[src/rtl/generic_sc_fifo.sv]
// rtl/generic_sc_fifo.sv - single-clock show-ahead FIFO with word count and full/empty flags
module generic_sc_fifo #(
  parameter int ADDR_W = 5,
  parameter int DATA_W = 8
) (
  input  logic              clk_i,
  input  logic              rst_i,
  input  logic              wr_en_i,
  input  logic [DATA_W-1:0] data_i,
  input  logic              rd_en_i,
  output logic [DATA_W-1:0] data_o,
  output logic [ADDR_W:0]   usedw_o,
  output logic              empty_o,
  output logic              full_o
);

  localparam int DEPTH = 1 << ADDR_W;
  localparam logic [ADDR_W:0] FULL_CNT = (ADDR_W+1)'(DEPTH);
  localparam logic [ADDR_W:0] CNT_ONE  = (ADDR_W+1)'(1);
  localparam logic [ADDR_W-1:0] PTR_ONE = ADDR_W'(1);

  logic [DATA_W-1:0] mem [DEPTH];

  logic [ADDR_W-1:0] wr_ptr;
  logic [ADDR_W-1:0] rd_ptr;
  logic [ADDR_W:0]   usedw;

  logic wr_acc;
  logic rd_acc;
  logic empty_flag;
  logic full_flag;

  // Flags come straight from the registered count, so they move on the same
  // edge that accepts an operation.
  assign empty_flag = (usedw == '0);
  assign full_flag  = (usedw == FULL_CNT);

  // Acceptance is gated by the current flags only: a read on empty or a write
  // on full is dropped even when the opposite operation is requested, since
  // the read-side head is not available to bypass a full or empty buffer.
  always_comb begin
    wr_acc = 1'b0;
    rd_acc = 1'b0;
    if (!rst_i) begin
      wr_acc = wr_en_i && !full_flag;
      rd_acc = rd_en_i && !empty_flag;
    end
  end

  // Storage array; deliberately not reset, stale words are simply unreachable.
  always_ff @(posedge clk_i) begin
    if (wr_acc) begin
      mem[wr_ptr] <= data_i;
    end
  end

  // Pointer registers wrap naturally at the power-of-two depth.
  always_ff @(posedge clk_i) begin
    if (rst_i) begin
      wr_ptr <= '0;
      rd_ptr <= '0;
    end else begin
      if (wr_acc) begin
        wr_ptr <= wr_ptr + PTR_ONE;
      end
      if (rd_acc) begin
        rd_ptr <= rd_ptr + PTR_ONE;
      end
    end
  end

  // Occupancy counter: simultaneous accepted write and read cancel out.
  always_ff @(posedge clk_i) begin
    if (rst_i) begin
      usedw <= '0;
    end else begin
      case ({wr_acc, rd_acc})
        2'b10:   usedw <= usedw + CNT_ONE;
        2'b01:   usedw <= usedw - CNT_ONE;
        default: usedw <= usedw;
      endcase
    end
  end

  // Show-ahead head word: combinational read at the read pointer, so a word
  // written into an empty FIFO is visible the cycle after its write edge.
  always_comb begin
    data_o = mem[rd_ptr];
  end

  assign usedw_o = usedw;
  assign empty_o = empty_flag;
  assign full_o  = full_flag;

endmodule

[config.mk]
export PLATFORM = sky130hd
export DESIGN_NAME = generic_sc_fifo
export DESIGN_NICKNAME = d
export VERILOG_FILES = /design/src/rtl/generic_sc_fifo.sv
export SDC_FILE = /design/constraint.sdc
export NUM_CORES = 1
export LEC_CHECK = 0
export CAP_MARGIN = 20
export CORE_UTILIZATION = 61
export DETAILED_ROUTE_END_ITERATION = 12
export GPL_ROUTABILITY_DRIVEN = 0
export PLACE_DENSITY = 0.79
export SLEW_MARGIN = 10
export SYNTH_ARGS = -nofsm -noshare
export SYNTH_HDL_FRONTEND = slang
export SYNTH_SLANG_ARGS = --single-unit
[constraint.sdc]
create_clock -name clk_i -period 3.7 [get_ports clk_i]
set_clock_uncertainty 0.05 [all_clocks]
set_input_delay 0.74 -clock clk_i [delete_from_list [all_inputs] [get_ports clk_i]]
set_output_delay 0.74 -clock clk_i [all_outputs]
set_load 0.005 [all_outputs]
==> results of run 1 <==
## cell usage after synthesis (all sizes together) (2+ instances only)
cell type	n
a21oi	3
nand3b	4
nand4	3
nor2	58
mux2i	67
mux2	3
nor3b	2
a31oi	6
a22oi	33
or3	3
mux4	32
edfxtp	256
or3b	2
xor2	6
xnor2	5
dfxtp	21
nand3	28
o21ai	2
buf	19
nand2b	2
clkbuf	17
a22o	8
inv	7
nand2	8
ha	8
nor2b	5
a221oi	9
## cells by family (layout without fill, tap and decap cells)
group                    count (synthesis)  after routing  synth area share
AND/OR/NAND/NOR                        123            123            0.0545
flip-flops                             277            277             0.728
adder cells (fa/ha/maj)                  8              8           0.00898
buffers and inverters                   43            129            0.0192
multiplexers                           102            102             0.133
XOR/XNOR                                11             11           0.00865
AO/OA/AOI/OAI                           69             69            0.0484
## layout make-up
type,instances,area (um^2)
Clock inverter,12,215
Clock buffer,36,729
Multi-Input combinational cell,313,2870
Sequential cell,277,8120
Tap cell,229,287
Fill cell,1033,4940
Timing Repair Buffer,74,721
Inverter,7,26.3
## worst max-delay path by stage
stage	cells past startpoint	start	slack, ns	end
after floorplan	11	rst_i	0.54	usedw_o[4]$_SDFFE_PP0P_
after global placement	11	rst_i	0.41	usedw_o[4]$_SDFFE_PP0P_
after detailed placement	11	rst_i	0.28	usedw_o[4]$_SDFFE_PP0P_
after CTS	6	flop	0.008	data_o[7]
after global routing	7	flop	-0.05	data_o[6]
final	6	flop	0.05	data_o[2]
## metrics by stage
step	hold slack (ns)	cells
floorplan	0.440	633
finish	0.515	948
detailed placement	0.485	891
global placement	0.469	891
CTS	0.516	942
global route	0.534	948
## registers in the layout (all words and copies together) (netlist names), named ones only
| signal | cells |
|---|---|
| rd_ptr | 5 |
| wr_ptr | 5 |
| usedw_o | 6 |
| mem | 256 |
## what timing repair did
action	CTS	global route
hold buffers	0	0
setup buffers	2	6
cloned	1	0
setup endpoints to repair	6	7
pin swaps	0	1
hold endpoints to repair	0	0
gates resized for setup	4	6
## worst max-delay path: stages (launching register included)
cell	delay, ns
dfxtp_4	0.39
buf_12	0.18
mux4_1	0.63
a22o_1	0.29
a221oi_2	0.22
nand3_1	0.16
clkdlybuf4s50_1	0.46
## layer usage
metal	vias up	part of all wire	track usage
li1	2662	-	-
met1	3063	0.38	0.339
met2	357	0.51	0.446
met3	55	0.085	0.0544
met4	0	0.031	0.101
met5	-	0	0
## power groups by stage
stage / registers (mW) / clock network, mW / logic, mW
floorplan: 3.54 / 0 / 0.603
global placement: 3.57 / 0 / 0.829
detailed placement: 3.58 / 0 / 0.859
CTS: 3.51 / 2.90 / 0.926
global route: 3.52 / 3.03 / 1.04
finish: 3.52 / 2.89 / 0.982
==> flow_metrics.py, run 1 <==
metrics = {
    "status": {
        "status": "finished, final reports clean",
    },
    "power_and_ir_drop": {
        "fin_total_pwr_mw": 7.39,
        "pwr-share-seq": 0.476,
        "comb_power_share": 0.133,
        "power_leakage_nw": 4.16,
        "vdd_drop_max_v": 0.000357,
        "clockPowerShare": 0.391,
        "swShare": 0.220,
        "p_int_mw": 5.76,
        "p_per_area_nw_per_um2": 570,
        "switching_power_mw": 1.63,
    },
    "die": {
        "start_util": 0.622,
        "ios": 28,
        "die_height_um": 137,
        "dieArea_um2": 18800,
        "core_um2": 17900,
        "placementRows": 49,
        "die_w_um": 137,
    },
    "drt": {
        "wl_um": 23800,
        "firstDrtPassIters": 5,
        "ant_nets": 0,
        "vias": 6137,
        "drcViolationCount": 0,
        "drt_iter0_markers": 640,
        "wl_per_cell_um": 25.1,
        "viasPerCell": 6.47,
    },
    "critical_path": {
        "r2r-start": "usedw_o[2]$_SDFFE_PP0P_",
        "required_ns": 2.91,
        "end_kind": "primary output",
        "path_class": "flop to primary output",
        "worstReg2RegEnd": "usedw_o[4]$_SDFFE_PP0P_",
        "reg2reg_depth": 10,
        "critical_path_arrival_ns": 2.86,
        "cp-start-kind": "flop",
        "crit_fanout": 17,
        "rrSetupSlack_ns": 0.62,
    },
    "sta": {
        "finalSetupTns_ns": 0,
        "hold_viol": 0,
        "drv_slew": 0,
        "fin_ws_ns": 0.0517,
        "rsz0062_at_grt": "true",
        "setup_violations": 0,
        "fmax_mhz": 274,
        "finalCritPeriodShare": 0.986,
        "max_slew.worst_pin.slew_ns": 1.01,
        "period_needed_ns": 3.65,
        "relSlewSlack": 0.326,
    },
    "global_routing": {
        "antenna_found_initial": 0,
        "first_global_vias": 6081,
        "grt.total_usage": 0.265,
        "overflow": 0,
        "grt_max_degree": 33,
        "grt_pass1_wl_um": 35600,
    },
    "logic_synthesis": {
        "syn_avg_cell_area_um2": 17.6,
        "postSynthRegisterBits": 277,
        "yosysWarnings": 0,
        "synth_edf_count": 256,
        "synth_area_um2": 11100,
        "ys_types": 52,
        "synthTopCellsByArea": "edfxtp_1 (69%), mux2i_1 (6.0%), dfxtp_1 (3.8%)",
        "ys_async_sr_fraction": 0,
        "synth_nets": 653,
        "yosys.area.top_type_share": 0.690,
        "yosys_most_used_dff": "edfxtp_1",
        "yosys.area.top_type": "edfxtp_1",
        "netlist_instances": 633,
        "seq_area_frac_synth": 0.728,
    },
    "hold_path": {
        "min_from": "rd_ptr[4]$_SDFFE_PP0N_",
        "hold-path-cell-count": 2,
        "hold_path_class": "flop to flop",
    },
    "placement": {
        "pre_cts_slack_ns": 0.283,
        "dpl-instance-area_um2": 11800,
        "dp_hpwl_um": 13800,
        "io_buffers": 27,
    },
    "layout": {
        "utilization": 0.724,
        "final_common_cell": "edfxtp_1",
        "final_area_um2": 13000,
        "n_antenna_cell": 0,
        "layout-drive-gt1-share": 0.172,
        "nets": 719,
        "area_growth_syn_to_layout_pct": 16.3,
        "layout_common_cells": "edfxtp_1 (256), mux2i_1 (67), nor2_1 (57), buf_4 (41), a22oi_1 (33)",
    },
    "run": {
        "cap_violations": 0,
    },
    "cts": {
        "cts_made_buffers": 26,
        "htree_levels": 1,
        "clk_path_buf_depth": 3,
        "clk_pin_slew_ns": 0.06,
        "cts-root-buf": "clkbuf_16",
        "cts.sinks": 277,
        "tritoncts": "done",
        "clock_latency_ns": 0.52,
    },
}
(Power assumes the default switching activity.)
==> inputs of run 2 (changes only) <==
--- a/config.mk
+++ b/config.mk
@@ -6,6 +6,7 @@
 export NUM_CORES = 1
 export LEC_CHECK = 0
 export CAP_MARGIN = 20
+export CORE_ASPECT_RATIO = 0.75
 export CORE_UTILIZATION = 61
 export DETAILED_ROUTE_END_ITERATION = 12
 export GPL_ROUTABILITY_DRIVEN = 0
==> run 2 against run 1 <==
Against the previous run:
- sequential share of layout area increased by 0.60 points
- worst hold slack got worse by 0.016 ns
- total power decreased by 3.6%
- cell count increased by 1.1%
- combinational power decreased by 7.5%
- worst setup slack improved by 0.033 ns
- sequential cell count unchanged
- clock power decreased by 7%
==> flow_metrics.py, run 2 (synthesis gave the netlist of run 1 again) <==
metrics = {
    "hold_path": {
        "min_from": "rd_ptr[4]$_SDFFE_PP0N_",
        "hold_path_class": "flop to flop",
        "hold-path-cell-count": 2,
    },
    "cts": {
        "clk_pin_slew_ns": 0.06,
        "clk_path_buf_depth": 3,
        "clock_latency_ns": 0.52,
        "cts.sinks": 277,
        "htree_levels": 1,
        "cts-root-buf": "clkbuf_16",
        "cts_made_buffers": 26,
        "tritoncts": "done",
        "cts.hold.buffers_added": 0,
    },
    "drt": {
        "drcViolationCount": 0,
        "ant_nets": 0,
        "drt_iter0_markers": 602,
        "wl_per_cell_um": 25.0,
        "viasPerCell": 6.45,
        "vias": 6176,
        "firstDrtPassIters": 5,
        "wl_um": 24000,
    },
    "layout": {
        "layout-drive-gt1-share": 0.168,
        "layout_common_cells": "edfxtp_1 (256), mux2i_1 (67), nor2_1 (57), buf_4 (43), a22oi_1 (33)",
        "n_antenna_cell": 0,
        "nets": 720,
        "largest-register": "mem",
        "final_common_cell": "edfxtp_1",
        "fillers": 1087,
        "area_growth_syn_to_layout_pct": 15.2,
        "largest_reg_flops": 256,
        "final_area_um2": 12800,
    },
    "die": {
        "core_um2": 17800,
        "ios": 28,
        "start_util": 0.627,
        "die_height_um": 119,
        "placementRows": 42,
        "dieArea_um2": 18800,
        "die_w_um": 158,
    },
    "critical_path": {
        "path_class": "flop to primary output",
        "crit_fanout": 22,
        "r2r-start": "usedw_o[2]$_SDFFE_PP0P_",
        "critical_path_arrival_ns": 2.83,
        "required_ns": 2.91,
        "end_kind": "primary output",
        "worstReg2RegEnd": "usedw_o[4]$_SDFFE_PP0P_",
        "reg2reg_depth": 10,
        "cp-start-kind": "flop",
        "rrSetupSlack_ns": 0.69,
    },
    "global_routing": {
        "grt_pass1_wl_um": 36200,
        "first_global_vias": 6107,
        "overflow": 0,
        "grt.total_usage": 0.268,
        "antenna_found_initial": 0,
        "grt_max_degree": 53,
    },
    "power_and_ir_drop": {
        "clockPowerShare": 0.380,
        "p_int_mw": 5.50,
        "power_leakage_nw": 4.11,
        "p_per_area_nw_per_um2": 555,
        "comb_power_share": 0.127,
        "swShare": 0.227,
        "vdd_drop_max_v": 0.000329,
        "fin_total_pwr_mw": 7.12,
        "switching_power_mw": 1.62,
        "pwr-share-seq": 0.493,
    },
    "sta": {
        "drv_slew": 0,
        "relSlewSlack": 0.395,
        "period_needed_ns": 3.62,
        "max_slew.worst_pin.slew_ns": 0.904,
        "hold_viol": 0,
        "hold_slack_ns": 0.499,
        "finalCritPeriodShare": 0.977,
        "fmax_mhz": 277,
        "setup_violations": 0,
    },
    "status": {
        "status": "finished, final reports clean",
    },
    "placement": {
        "io_buffers": 27,
        "dp_hpwl_um": 14700,
        "dpl-instance-area_um2": 11900,
    },
    "run": {
        "cap_violations": 0,
    },
}
[run 2: cell types whose count changed in the layout (fill, tap and decap cells not counted), sizes merged]
cell          delta
buf              +3
bufbuf           -1
bufinv           -2
clkbuf           -7
clkinvlp         -3
clkinv           +8
dlymetal6s2s     -1
[run 2: what timing repair did]
| action | 4_1_cts | 5_1_grt |
|---|---|---|
| gates cloned | 0 | 0 |
| setup endpoints to repair | 8 | 7 |
| resized for setup | 1 | 7 |
| setup buffers | 2 | 1 |
[run 2: per-stage QoR]
stage	instances	setup WS [ns]	TNS [ns]	utilization
2_1_floorplan	633	0.541	0	-
3_3_place_gp	910	0.387	0	0.669
3_5_place_dp	910	0.279	0	0.669
4_1_cts	956	0.00288	0	0.719
5_1_grt	958	-0.0218	-0.0218	0.723
6_report	958	0.0842	0	0.723
[run 2: final cells by class]
| cell class | instances | area (um^2) | area share |
|---|---|---|---|
| Multi-Input combinational cell | 313 | 2850 | 0.222 |
| Sequential cell | 277 | 8120 | 0.632 |
| Inverter | 7 | 26.3 | 0.00205 |
| Clock inverter | 15 | 183 | 0.0142 |
| Tap cell | 242 | 303 | 0.0236 |
| Clock buffer | 29 | 683 | 0.0532 |
| Timing Repair Buffer | 75 | 677 | 0.0527 |
[run 2: critical path, stage by stage (launching register included)]
cell	delay (ns)
dfxtp_4	0.38
buf_12	0.19
mux4_1	0.57
a22o_1	0.27
a221oi_1	0.24
nand3_1	0.16
clkdlybuf4s50_1	0.48
[run 2: how the worst max path moves through the flow]
stage               slack, ns  depth (start not counted)                       to  start
global placement         0.39                          6                data_o[2]   flop
finish                   0.08                          6                data_o[7]   flop
CTS                     0.003                          6                data_o[2]   flop
detailed placement       0.28                         11  usedw_o[4]$_SDFFE_PP0P_  rst_i
floorplan                0.54                         11  usedw_o[4]$_SDFFE_PP0P_  rst_i
global route            -0.02                          6                data_o[7]   flop
[run 2: per-layer routing]
metal	vias to the layer above	part of all wire	GRT usage
li1	2662	-	-
met1	3116	0.41	0.404
met2	350	0.46	0.396
met3	48	0.11	0.0593
met4	0	0.021	0.0757
met5	-	0	0
[run 2: power groups by stage]
stage	logic, mW	clock network (mW)	registers, mW
floorplan	0.603	0	3.54
global placement	0.821	0	3.59
detailed placement	0.847	0	3.59
CTS	0.884	2.73	3.51
finish	0.908	2.70	3.51
global route	0.978	2.84	3.51
